**src/rtl/alu_issue_ctrl.sv**
```systemverilog
// alu_issue_ctrl: sequences one ALU operation at a time over valid/ready.
// Operands settle for one cycle on the ALU ports, then masked results are held.
`timescale 1ns/1ps
module alu_issue_ctrl #(
    parameter int W     = 32,
    parameter int TAG_W = 4
) (
    input  logic             clk,
    input  logic             rst_n,
    input  logic             req_valid,
    output logic             req_ready,
    input  logic [2:0]       req_kind,
    input  logic [W-1:0]     req_a,
    input  logic [W-1:0]     req_b,
    input  logic [TAG_W-1:0] req_tag,
    output logic [W-1:0]     alu_data1,
    output logic [W-1:0]     alu_data2,
    output logic [3:0]       alu_op,
    input  logic [W-1:0]     alu_result,
    input  logic             alu_zero,
    input  logic             alu_lt,
    input  logic             alu_gt,
    input  logic             alu_branch,
    output logic             rsp_valid,
    input  logic             rsp_ready,
    output logic [W-1:0]     rsp_result,
    output logic             rsp_zero,
    output logic             rsp_lt,
    output logic             rsp_gt,
    output logic             rsp_taken,
    output logic [TAG_W-1:0] rsp_tag,
    output logic [15:0]      op_count
);

    typedef enum logic [1:0] {
        IDLE,
        DRIVE,
        RESP
    } state_t;

    state_t           state;
    state_t           state_nxt;
    logic             accept;
    logic             consume;
    logic             is_branch;
    logic             ops_equal;
    logic [3:0]       op_map;
    logic [TAG_W-1:0] tag_q;

    // Translate request kind into the ALU opcode encoding.
    always_comb begin
        op_map = 4'b0000;
        case (req_kind)
            3'd0:    op_map = 4'b0000;
            3'd1:    op_map = 4'b0001;
            3'd2:    op_map = 4'b0010;
            3'd3:    op_map = 4'b0011;
            3'd4:    op_map = 4'b0100;
            3'd5:    op_map = 4'b0111;
            3'd6:    op_map = 4'b0101;
            3'd7:    op_map = 4'b0110;
            default: op_map = 4'b0000;
        endcase
    end

    // Branch ops leave result/lt/gt stale in the ALU, so decode them here.
    always_comb begin
        is_branch = (alu_op == 4'b0101) || (alu_op == 4'b0110);
        ops_equal = (alu_data1 == alu_data2);
    end

    // State register.
    always_ff @(posedge clk) begin
        if (!rst_n) begin
            state <= IDLE;
        end else begin
            state <= state_nxt;
        end
    end

    // Next-state and handshake outputs.
    always_comb begin
        state_nxt = state;
        req_ready = 1'b0;
        rsp_valid = 1'b0;
        accept    = 1'b0;
        consume   = 1'b0;
        case (state)
            IDLE: begin
                req_ready = rst_n;
                if (req_valid) begin
                    accept    = rst_n;
                    state_nxt = DRIVE;
                end
            end
            DRIVE: begin
                state_nxt = RESP;
            end
            RESP: begin
                rsp_valid = 1'b1;
                if (rsp_ready) begin
                    consume   = 1'b1;
                    state_nxt = IDLE;
                end
            end
            default: begin
                state_nxt = IDLE;
            end
        endcase
    end

    // Load ALU operands, opcode and tag on request acceptance.
    always_ff @(posedge clk) begin
        if (!rst_n) begin
            alu_data1 <= '0;
            alu_data2 <= '0;
            alu_op    <= 4'b0000;
            tag_q     <= '0;
        end else if (accept) begin
            alu_data1 <= req_a;
            alu_data2 <= req_b;
            alu_op    <= op_map;
            tag_q     <= req_tag;
        end
    end

    // Capture masked ALU outputs at the end of the settle cycle.
    always_ff @(posedge clk) begin
        if (!rst_n) begin
            rsp_result <= '0;
            rsp_zero   <= 1'b0;
            rsp_lt     <= 1'b0;
            rsp_gt     <= 1'b0;
            rsp_taken  <= 1'b0;
            rsp_tag    <= '0;
        end else if (state == DRIVE) begin
            rsp_result <= is_branch ? '0 : alu_result;
            rsp_zero   <= is_branch ? ops_equal : alu_zero;
            rsp_lt     <= ops_equal ? 1'b0 : alu_lt;
            rsp_gt     <= ops_equal ? 1'b0 : alu_gt;
            rsp_taken  <= is_branch & alu_branch;
            rsp_tag    <= tag_q;
        end
    end

    // Count consumed responses; wraps naturally at 16 bits.
    always_ff @(posedge clk) begin
        if (!rst_n) begin
            op_count <= 16'd0;
        end else if (consume) begin
            op_count <= op_count + 16'd1;
        end
    end

endmodule

```
**config.mk**
```make
export PLATFORM = sky130hd
export DESIGN_NAME = alu_issue_ctrl
export DESIGN_NICKNAME = d
export VERILOG_FILES = /design/src/rtl/alu_issue_ctrl.sv
export SDC_FILE = /design/constraint.sdc
export NUM_CORES = 1
export LEC_CHECK = 0
export ABC_AREA = 1
export ABC_CLOCK_PERIOD_IN_PS = 4450
export CORE_ASPECT_RATIO = 0.8
export CORE_UTILIZATION = 40
export CTS_CLUSTER_DIAMETER = 200
export DETAILED_ROUTE_END_ITERATION = 12
export PLACE_DENSITY = 0.74
export SLEW_MARGIN = 10
export SYNTH_ARGS = -nofsm -noshare
export SYNTH_HDL_FRONTEND = slang
export SYNTH_SLANG_ARGS = --single-unit
export TNS_END_PERCENT = 100
```
**constraint.sdc**
```tcl
create_clock -name clk -period 4.45 [get_ports clk]
set_input_delay 0.445 -clock clk [delete_from_list [all_inputs] [get_ports clk]]
set_output_delay 0.445 -clock clk [all_outputs]
set_load 0.02 [all_outputs]
```
# Word-level counts from Yosys, hierarchy flattened
# Memory sizes are Yosys's and may differ from the RTL's. A register that Yosys moved wholly into a read port is not among the register bits.
# Index checks and enable logic that the tools add are counted.
# op_classes
add_sub_neg	1
n_eq_ne	7
mux	13
bitwise_logic	1
reduce_logical	4
# op_table
cell	count
32-bit == test	1
32-bit two-way mux	1
16-bit by 1-bit adder with 16-bit output, second input constant	1
1-bit two-way mux	9
4-bit by 3-bit == test with 1-bit output, second input constant	2
2-bit one-hot mux with 3 select lines	1
2-bit two-way mux	2
2-bit inequality test, second input constant	2
2-bit by 1-bit == test with 1-bit output, second input constant	1
2-bit == test, second input constant	1
2-bit zero test	1
2-bit AND reduction	1
1-bit AND	1
1-bit zero test	1
1-bit logical OR	1
# word_totals
regBits	130
romBits	24
output_inout_bits	126
memories	1
# mem_list
name	words	word_bits	rd	rd_ports_with_merged_regs	wr	line_no	source
(no name shown)	8	3	1	1	0	53	case (req_kind)

# Logic depth before layout (Yosys ltp)
# Gate-level depths: netlist of the first run.
# depth
ltp_word	3
mapped_depth	11
depth_no_buf	11

# Worst setup path before layout of the first run
# Ideal clock, no wire load.
# synth_path
path_kind	flip-flop to flip-flop
startpoint	register op_count[0]
endpoint	register op_count[14]
t_arrival_ns	1.494
required_ns	4.337
slack_ns	2.843
path_stages_with_launch	11
path_buffers	0
period_less_slack_ns	1.607
cell_sequence	dfxtp_1 > ha_1 > inv_1 > nor3_4 > nand2_2 > nor2_2 > nand3b_2 > nor2_2 > nand2_1 > nand2_1 > nor2_1
# synth_between
elab_chain_len	1
# synth_lines
item	line_no	source
start: declaration	32	output logic [15:0] op_count
start signal: assignment	151	op_count <= op_count + 16'd1;
16-bit by 1-bit adder with 16-bit output	151	
# Every way passes these cells.
# A chain may end at the register's enable or synchronous reset.

# Final worst setup path of the first run
# layout_path
startpoint	register state[1]
endpoint	output port rsp_valid
# layout_between
elab_chain_len	2
# layout_lines
item	line_no	source
start: declaration	41	state_t state;
start signal: assignment	77	state <= state_nxt;
2-bit == test	88	case (state)
1-bit two-way mux	88	
end: declaration	24	output logic rsp_valid,
# Every way passes these cells.

==> flow_metrics.env, run 1 <==
export IMPL_status="complete, no violations"
export IMPL_routed_wl_um=15600
export IMPL_grt_util_all_layers_pct=23.6
export IMPL_worstSkewPairLatency_ns=0.41
export IMPL_critPathLaunch="state[1]"
export IMPL_antenna_left=0
export IMPL_drive_gt1_share_pct=5.26
export IMPL_min_path_cells=3
export IMPL_p_int_mw=2.37
export IMPL_multi_input_area_um2=2260
export IMPL_ys_ff_latch=129
export IMPL_yosys_area_top_type="dfxtp_1"
export IMPL_core_um2=12400
export IMPL_p_per_area_nw_per_um2=393
export IMPL_worstPathArrival_ns=1.77
export IMPL_r2r_slack_ns=2.59
export IMPL_clockBufferDepth=2
export IMPL_synth_top_family_by_area="simple AND/OR/NAND/NOR gates"
export IMPL_cts_resized=0
export IMPL_synthFlopType="dfxtp_1"
export IMPL_num_fill_cells=1039
export IMPL_design_portCount=237
export IMPL_yosys_top_cells_count="132 x nor2_1, 129 x dfxtp_1, 108 x o21ai_0, 105 x nand2_1, 69 x a21oi_1"
export IMPL_synth_fa_ha_area_share_pct=0.243
export IMPL_p_sw_share_pct=25.8
export IMPL_yosysWarnings=0
export IMPL_vias=5249
export IMPL_drt_pass1_iterations=6
export IMPL_clock_root_buffer="clkbuf_16"
export IMPL_worstSetupStartpointType="flop"
export IMPL_grt_max_degree=123
export IMPL_tightest_slew_ns=1.04
export IMPL_synth_compound_area_share_pct=18.6
export IMPL_dpl_hpwl_um=10900
export IMPL_setup_tns_ns=0
export IMPL_synth_seq_area_share_pct=50.1
export IMPL_syn_inst=683
export IMPL_synthToLayoutAreaGrowth_pct=57.8
export IMPL_synthXorXnorAreaFrac_pct=4.42
export IMPL_maxCapViolCount=0
export IMPL_ctsHoldBuffers=0
export IMPL_synthMuxAreaShare_pct=0
export IMPL_critPathKind="flop to output pin"
export IMPL_crit_required_ns=4.01
export IMPL_synth_most_common_cell="nor2_1"
export IMPL_wire_per_inst_um=14.4
export IMPL_worst_hold_path_endpoint="op_count[13]"
export IMPL_rsz0062_at_grt="no"
export IMPL_maxSlewHeadroom_pct=30.8
export IMPL_grt_pass1_wl_um=24600
export IMPL_min_delay_start="rst_n"
export IMPL_synth_distinct_cells=26
export IMPL_yosys_area_share_simple_pct=20.3
export IMPL_hold_path_class="input port to flop"
export IMPL_cts_buffers=17
export IMPL_nets=1012
export IMPL_first_iter_violations=304
export IMPL_min_period_over_period_pct=49.9
export IMPL_cts_tree="built"
export IMPL_synth_edff_count=0
export IMPL_clock_skew_ns=0.0107
export IMPL_cts_clk_slew_worst_paths_ns=0.05
export IMPL_worst_ir_drop_vdd_uv=242
export IMPL_seqCellArea_um2=2580
export IMPL_r2r_end="alu_op[1]"
export IMPL_die_h_um=104
export IMPL_syn_num_nets=795
export IMPL_post_synth_top_area_fraction_pct=50.1
export IMPL_portBuffers=235
export IMPL_postCtsSetupBuffers=0
export IMPL_reg2reg_depth=5
export IMPL_async_reset_ff_share_pct=0
export IMPL_grt_overflow=0
export IMPL_timing_final_ws_setup_ns=2.23
export IMPL_avgViaCountPerCell=4.85
export IMPL_numClockSinks=129
export IMPL_slew_violations=0
export IMPL_combPwrFrac_pct=17.9
export IMPL_rows=36
export IMPL_dieArea_um2=13300
export IMPL_syn_area_um2=5150
export IMPL_initial_core_util_pct=41.6
export IMPL_fmax_mhz=451
export IMPL_period_minus_slack_ns=2.22
export IMPL_antenna_found_initial=0
export IMPL_p_switching_mw=0.824
export IMPL_drc=0
export IMPL_synth_area_leaders="dfxtp_1 50%, o21ai_0 10%, nor2_1 9.6%"
export IMPL_critPathCaptureType="output pin"
export IMPL_r2r_start="state[1]"
export IMPL_grt_pass1_vias=4911
export IMPL_diodes=0
export IMPL_path_max_fanout=4
export IMPL_place_ws_ns=2.26
export IMPL_die_w_um=129
export IMPL_cts_htree_levels=4
export IMPL_setup_viol=0
export IMPL_syn_avg_cell_area_um2=7.55
export IMPL_leakagePower_nw=3.19
export IMPL_place_congestion=0.816
export IMPL_finalHoldViolations=0
export IMPL_seqPwrFrac_pct=40.3
export IMPL_p_clk_share_pct=41.8
## metal layers
metal,GRT usage (%),wire (µm)
met5,0,0
met4,9.08,323
met3,9.50,1430
met2,38.4,7160
met1,27.6,6660
## state kept, by name, indices dropped and copies added (netlist names)
signal	cells
alu_data1	32
alu_data2	32
alu_op	3
op_count	16
rsp_gt	1
rsp_lt	1
rsp_result	32
rsp_tag	4
rsp_taken	1
rsp_zero	1
state	2
tag_q	4
## worst max-delay path, stage by stage, from the launching register on
cell,delay (ns)
dfxtp_1,0.47
inv_1,0.07
nor2_1,0.19
clkdlybuf4s50_1,0.64
## cell type report
type | count | share of cell area (%)
inverter | 38 | 1.75
sequential | 129 | 31.7
clock inverter | 4 | 0.584
tap | 171 | 2.63
clock buffer | 27 | 6.43
multi-input combinational | 476 | 27.7
timing repair buffer | 238 | 29.1
## power by group through the flow
| stage | Combinational (mW) | Clock (mW) | Sequential (mW) |
|---|---|---|---|
| final | 0.573 | 1.33 | 1.29 |
| after global routing | 0.621 | 1.41 | 1.30 |
| after CTS | 0.577 | 1.36 | 1.29 |
| after detailed placement | 0.574 | 0 | 1.31 |
| after global placement | 0.563 | 0 | 1.31 |
| after floorplan | 0.200 | 0 | 1.39 |
## cell families after synthesis
| logic type | Yosys count |
|---|---|
| adders and majority gates | 1 |
| DFF | 129 |
| buffers and inverters | 78 |
| other | 1 |
| xor gates and xnor gates | 26 |
| AOI/OAI and AO/OA | 191 |
| and+or+nand+nor | 257 |
## metrics by stage
stage          total power, mW  std cells  utilization [%]  hold slack [ns]  cell area [µm²]
2_1_floorplan             1.59        683                -            0.456             5150
3_3_place_gp              1.87       1052             61.1            0.460             7560
3_5_place_dp              1.88       1052             61.1            0.465             7560
4_1_cts                   3.22       1083             65.7            0.332             8140
5_1_grt                   3.33       1083             65.7            0.349             8140
6_report                  3.19       1083             65.7            0.349             8140
## worst max-delay path by stage
| stage | endpoint | slack [ns] | depth (start not counted) |
|---|---|---|---|
| final | rsp_valid | 2.23 | 3 |
| after floorplan | op_count[14] | 2.84 | 10 |
| after CTS | rsp_valid | 2.20 | 3 |
| after detailed placement | alu_op[1] | 2.26 | 5 |
| after global placement | alu_op[0] | 2.34 | 5 |
| after global routing | rsp_valid | 2.13 | 3 |
## placed cells by master (no fill, tap or decap), types with 2 or more instances in the layout
cell,instances
clkbuf_1,4
inv_1,36
dfxtp_1,129
nand3_1,4
clkinv_2,2
nor3_2,2
xnor2_1,24
xor2_1,2
clkbuf_16,17
nor2_2,4
clkbuf_8,6
nor2_1,131
inv_2,2
a21oi_1,69
nor2_4,2
nand2_1,105
o21ai_0,108
buf_4,3
o21ai_1,13
clkdlybuf4s50_1,234
nand2_2,4
No activity file was read; power rests on OpenSTA's default activity.
==> run 2, diff against run 1 <==
--- a/config.mk
+++ b/config.mk
@@ -6,12 +6,12 @@
 export NUM_CORES = 1
 export LEC_CHECK = 0
 export ABC_AREA = 1
-export ABC_CLOCK_PERIOD_IN_PS = 4450
+export ABC_CLOCK_PERIOD_IN_PS = 1800
 export CORE_ASPECT_RATIO = 0.8
-export CORE_UTILIZATION = 40
+export CORE_UTILIZATION = 37
 export CTS_CLUSTER_DIAMETER = 200
 export DETAILED_ROUTE_END_ITERATION = 12
-export PLACE_DENSITY = 0.74
+export PLACE_DENSITY = 0.72
 export SLEW_MARGIN = 10
 export SYNTH_ARGS = -nofsm -noshare
 export SYNTH_HDL_FRONTEND = slang
==> constraint.sdc (replaced) <==
create_clock -name clk -period 1.8 [get_ports clk]
set_input_delay 0.18 -clock clk [delete_from_list [all_inputs] [get_ports clk]]
set_output_delay 0.18 -clock clk [all_outputs]
set_load 0.02 [all_outputs]
==> run 2 against run 1 <==
Routed wire length shrank 2.4%. Register-to-register slack worse by 2.3 ns. Worst hold slack worse by 0.27 ns. Global-route usage is 1.9 points lower. Sequential share of layout area fell by 0.35 points. Clock skew rose by 0.0017 ns.
==> flow_metrics.env, run 2 (synthesis gave the netlist of run 1 again) <==
export IMPL_p_per_area_nw_per_um2=963
export IMPL_place_ws_ns=0.0266
export IMPL_worstSkewPairLatency_ns=0.41
export IMPL_clock_root_buffer="clkbuf_16"
export IMPL_routed_wl_um=15200
export IMPL_path_max_fanout=7
export IMPL_antenna_found_initial=0
export IMPL_first_iter_violations=243
export IMPL_critPathKind="flop to output pin"
export IMPL_postLayoutCoreUtil_pct=60.5
export IMPL_ctsHoldBuffers=0
export IMPL_synthToLayoutAreaGrowth_pct=59.6
export IMPL_rsz0062_at_grt="no"
export IMPL_postCtsSetupBuffers=0
export IMPL_seqPwrFrac_pct=40.1
export IMPL_design_portCount=237
export IMPL_wire_per_inst_um=13.8
export IMPL_die_h_um=108
export IMPL_numClockSinks=129
export IMPL_leakagePower_nw=3.25
export IMPL_status="complete, no violations"
export IMPL_dieArea_um2=14400
export IMPL_cts_htree_levels=4
export IMPL_cts_buffers=17
export IMPL_wl_met1_um=7000
export IMPL_clock_skew_ns=0.0124
export IMPL_fmax_mhz=592
export IMPL_critical_path_top_delay_family="buffers and inverters"
export IMPL_wl_met2_um=6840
export IMPL_clockBufferDepth=2
export IMPL_grt_overflow=0
export IMPL_p_sw_share_pct=26.4
export IMPL_dp_cells=1069
export IMPL_worst_ir_drop_vdd_uv=623
export IMPL_highest_layer="met4"
export IMPL_avgViaCountPerCell=4.66
export IMPL_drt_pass1_iterations=4
export IMPL_cts_clk_slew_worst_paths_ns=0.06
export IMPL_final_cell_mix="232 x clkdlybuf4s50_1, 131 x nor2_1, 129 x dfxtp_1"
export IMPL_setup_viol=0
export IMPL_place_congestion=0.819
export IMPL_hold_path_class="input port to flop"
export IMPL_setup_tns_ns=0
export IMPL_period_minus_slack_ns=1.69
export IMPL_worstPathArrival_ns=1.51
export IMPL_antenna_left=0
export IMPL_critPathCaptureType="output pin"
export IMPL_min_period_over_period_pct=93.9
export IMPL_initial_core_util_pct=37.9
export IMPL_timing_final_ws_setup_ns=0.110
export IMPL_grt_max_degree=123
export IMPL_slowest_delay_ns=0.65
export IMPL_crit_path_cell_trace="clkdlybuf4s50_1"
export IMPL_portBuffers=235
export IMPL_grt_pass1_wl_um=24200
export IMPL_worstSetupStartpointType="flop"
export IMPL_p_int_mw=5.83
export IMPL_met3_wirelength_um=1230
export IMPL_cpMaxStageDelayCell="clkdlybuf4s50_1"
export IMPL_rows=38
export IMPL_finalHoldViolations=0
export IMPL_whs_ns=0.0821
export IMPL_instances_no_fill=1101
export IMPL_worst_path_buf_inv=1
export IMPL_grt_util_all_layers_pct=21.7
export IMPL_p_clk_share_pct=41.9
export IMPL_vias=5135
export IMPL_crit_required_ns=1.62
export IMPL_combPwrFrac_pct=18.0
export IMPL_core_um2=13600
export IMPL_drc=0
export IMPL_dpl_hpwl_um=10700
export IMPL_slew_violations=0
export IMPL_die_w_um=134
export IMPL_nets=1020
export IMPL_diodes=0
export IMPL_cts_tree="built"
export IMPL_layout_commonest_cell="clkdlybuf4s50_1"
export IMPL_p_switching_mw=2.09
export IMPL_grt_pass1_vias=4715
export IMPL_drive_gt1_share_pct=6.19
export IMPL_maxCapViolCount=0
export IMPL_reg_top3="alu_data1: 32 flops, alu_data2: 32 flops, rsp_result: 32 flops"
==> run 2: cell type report <==
class,count,area (µm²)
fillers,1253,5370
flip-flops and latches,129,2580
repair buffers,246,2450
multi-input cells,476,2260
clock buffers,22,454
well taps,180,225
inverters,38,143
clock inverters,10,111
==> run 2: final timing paths <==
kind         slack [ns]            to  depth (start not counted)   startpoint
max                0.11   op_count[7]                          1  op_count[7]
min                0.08  op_count[13]                          3        rst_n
max reg2reg        0.24  op_count[14]                         10  op_count[0]
min reg2reg        0.47      rsp_zero                          2     rsp_zero
==> run 2: repair_timing <==
item / 4_1_cts / 5_1_grt
endpoints found under the hold margin: 0 / 0
gates resized for setup: 2 / 0
setup endpoints to repair: 2 / 0
==> run 2: power by group through the flow <==
stage / Combinational [mW] / Sequential (mW) / Clock (mW)
final: 1.43 / 3.18 / 3.32
after global routing: 1.56 / 3.20 / 3.53
after CTS: 1.44 / 3.18 / 3.40
after detailed placement: 1.43 / 3.24 / 0
after global placement: 1.42 / 3.23 / 0
after floorplan: 0.495 / 3.44 / 0
==> run 2: through the flow <==
stage               instance area (µm²)  power, mW
detailed placement                 7660       4.67
global placement                   7660       4.65
finish                             8230       7.92
global route                       8230       8.29
CTS                                8230       8.02
floorplan                          5150       3.93
==> run 2: routing by layer <==
| layer | vias up | global-route usage (%) |
|---|---|---|
| met5 | - | 0 |
| met4 | 0 | 5.60 |
| met3 | 15 | 7.34 |
| met2 | 146 | 34.0 |
| met1 | 2320 | 28.4 |
| li1 | 2654 | - |
==> run 3, diff against run 2 <==
--- a/config.mk
+++ b/config.mk
@@ -8,8 +8,9 @@
 export ABC_AREA = 1
 export ABC_CLOCK_PERIOD_IN_PS = 1800
 export CORE_ASPECT_RATIO = 0.8
+export CORE_MARGIN = 1.5
 export CORE_UTILIZATION = 37
-export CTS_CLUSTER_DIAMETER = 200
+export CTS_CLUSTER_DIAMETER = 50
 export DETAILED_ROUTE_END_ITERATION = 12
 export PLACE_DENSITY = 0.72
 export SLEW_MARGIN = 10
==> run 3 against run 2 <==
First-iteration DRC count decreased by 13%. Clock skew decreased by 0.0046 ns. Setup slack worse by 0.0047 ns. Count of clock-buffer cells in the layout is 2 higher. Routed wire length increased by 0.62%. Combinational power about the same. Register-to-register slack better by 0.03 ns. Maximum frequency down 0.28%. Final cell count hardly changed. Non-clock buffer count fell by 1. Via count shrank 0.80%. Critical path type unchanged. Highest routed layer unchanged.
==> flow_metrics.env, run 3 (synthesis gave the netlist of run 1 again) <==
export IMPL_status="complete, no violations"
export IMPL_critPathCaptureType="output pin"
export IMPL_finalHoldViolations=0
export IMPL_antenna_left=0
export IMPL_design_portCount=237
export IMPL_worst_ir_drop_vdd_uv=639
export IMPL_crit_required_ns=1.62
export IMPL_cts_resized=2
export IMPL_numClockSinks=129
export IMPL_synthToLayoutAreaGrowth_pct=61.0
export IMPL_grt_max_degree=123
export IMPL_grt_util_all_layers_pct=21.3
export IMPL_layout_commonest_cell="clkdlybuf4s50_1"
export IMPL_ctsHoldBuffers=0
export IMPL_worstPathArrival_ns=1.51
export IMPL_nets=1019
export IMPL_period_minus_slack_ns=1.69
export IMPL_cts_buffers=17
export IMPL_initial_core_util_pct=37.9
export IMPL_clockBufferDepth=2
export IMPL_num_fill_cells=1247
export IMPL_postLayoutCoreUtil_pct=61.0
export IMPL_antenna_found_initial=0
export IMPL_hold_path_class="input port to flop"
export IMPL_worstSkewPairLatency_ns=0.41
export IMPL_crit_path_cell_trace="clkdlybuf4s50_1"
export IMPL_maxCapViolCount=0
export IMPL_core_um2=13600
export IMPL_p_per_area_nw_per_um2=982
export IMPL_routed_wl_um=15300
export IMPL_vias=5094
export IMPL_min_period_over_period_pct=94.1
export IMPL_reg_top3="alu_data1: 32 flops, alu_data2: 32 flops, rsp_result: 32 flops"
export IMPL_rsz0062_at_grt="no"
export IMPL_clock_root_buffer="clkbuf_16"
export IMPL_avgViaCountPerCell=4.63
export IMPL_worst_path_buf_inv=1
export IMPL_grt_pass1_wl_um=24200
export IMPL_portBuffers=235
export IMPL_leakagePower_nw=3.26
export IMPL_drc=0
export IMPL_seqCellArea_um2=2580
export IMPL_first_iter_violations=211
export IMPL_drive_gt1_share_pct=6.09
export IMPL_setup_tns_ns=0
export IMPL_die_w_um=135
export IMPL_cts_tree="built"
export IMPL_critPathKind="flop to output pin"
export IMPL_setup_viol=0
export IMPL_cpMaxStageDelayCell="clkdlybuf4s50_1"
export IMPL_grt_overflow=0
export IMPL_path_max_fanout=7
export IMPL_dpl_hpwl_um=10800
export IMPL_diodes=0
export IMPL_cts_clk_slew_worst_paths_ns=0.06
export IMPL_slowest_delay_ns=0.65
export IMPL_critical_path_top_delay_family="buffers and inverters"
export IMPL_drt_pass1_iterations=4
export IMPL_die_h_um=109
export IMPL_cts_htree_levels=4
export IMPL_postCtsSetupBuffers=0
export IMPL_multi_input_area_um2=2260
export IMPL_clock_skew_ns=0.00774
export IMPL_worstSetupStartpointType="flop"
export IMPL_fmax_mhz=590
export IMPL_grt_pass1_vias=4675
export IMPL_slew_violations=0
export IMPL_rows=38
export IMPL_dieArea_um2=14700
export IMPL_final_cell_mix="232 x clkdlybuf4s50_1, 131 x nor2_1, 129 x dfxtp_1"
export IMPL_wire_per_inst_um=13.9
export IMPL_place_congestion=0.798
## run 3: cell count changes in the layout (fill, tap and decap cells not counted), sizes merged
cell | previous run | this run
bufinv | 2 | 3
clkinv | 8 | 3
clkbuf | 22 | 24
clkinvlp | 0 | 2
buf | 12 | 11
## run 3: power by group
group	leakage [nW]	switching [mW]	internal (mW)
clock network	0.291	1.25	2.29
logic	1.92	0.708	0.726
registers	1.06	0.132	3.04
## run 3: area by class of cell
class | instances | area share (%)
clock buffers | 24 | 5.80
clock inverters | 8 | 1.54
inverters | 38 | 1.72
multi-input cells | 476 | 27.2
flip-flops and latches | 129 | 31.1
well taps | 180 | 2.71
repair buffers | 245 | 29.9
## run 3: through the flow
stage | area (µm²) | hold WS (ns) | setup WS [ns] | cells | power, mW
after floorplan | 5150 | 0.322 | 0.193 | 683 | 3.93
after global placement | 7690 | 0.454 | 0.0550 | 1068 | 4.67
after detailed placement | 7690 | 0.455 | 0.0319 | 1068 | 4.68
after CTS | 8300 | 0.0819 | 0.0927 | 1100 | 8.23
after global routing | 8300 | 0.0971 | 0.0336 | 1100 | 8.53
final | 8300 | 0.0907 | 0.105 | 1100 | 8.15
## run 3: worst paths after layout
check,startpoint,endpoint,slack [ns],depth (start not counted)
worst min-delay path,rst_n,op_count[13],0.09,3
worst max-delay path,op_count[7],op_count[7],0.11,1
worst max register to register,state[1],op_count[15],0.27,9
worst min register to register,rsp_zero,rsp_zero,0.46,2
## run 3: routing by layer
layer,GRT usage (%),vias to the layer above,wire length (µm)
li1,-,2651,-
met1,26.9,2264,6880
met2,33.4,164,6800
met3,9.00,15,1440
met4,5.91,0,176
met5,0,-,0
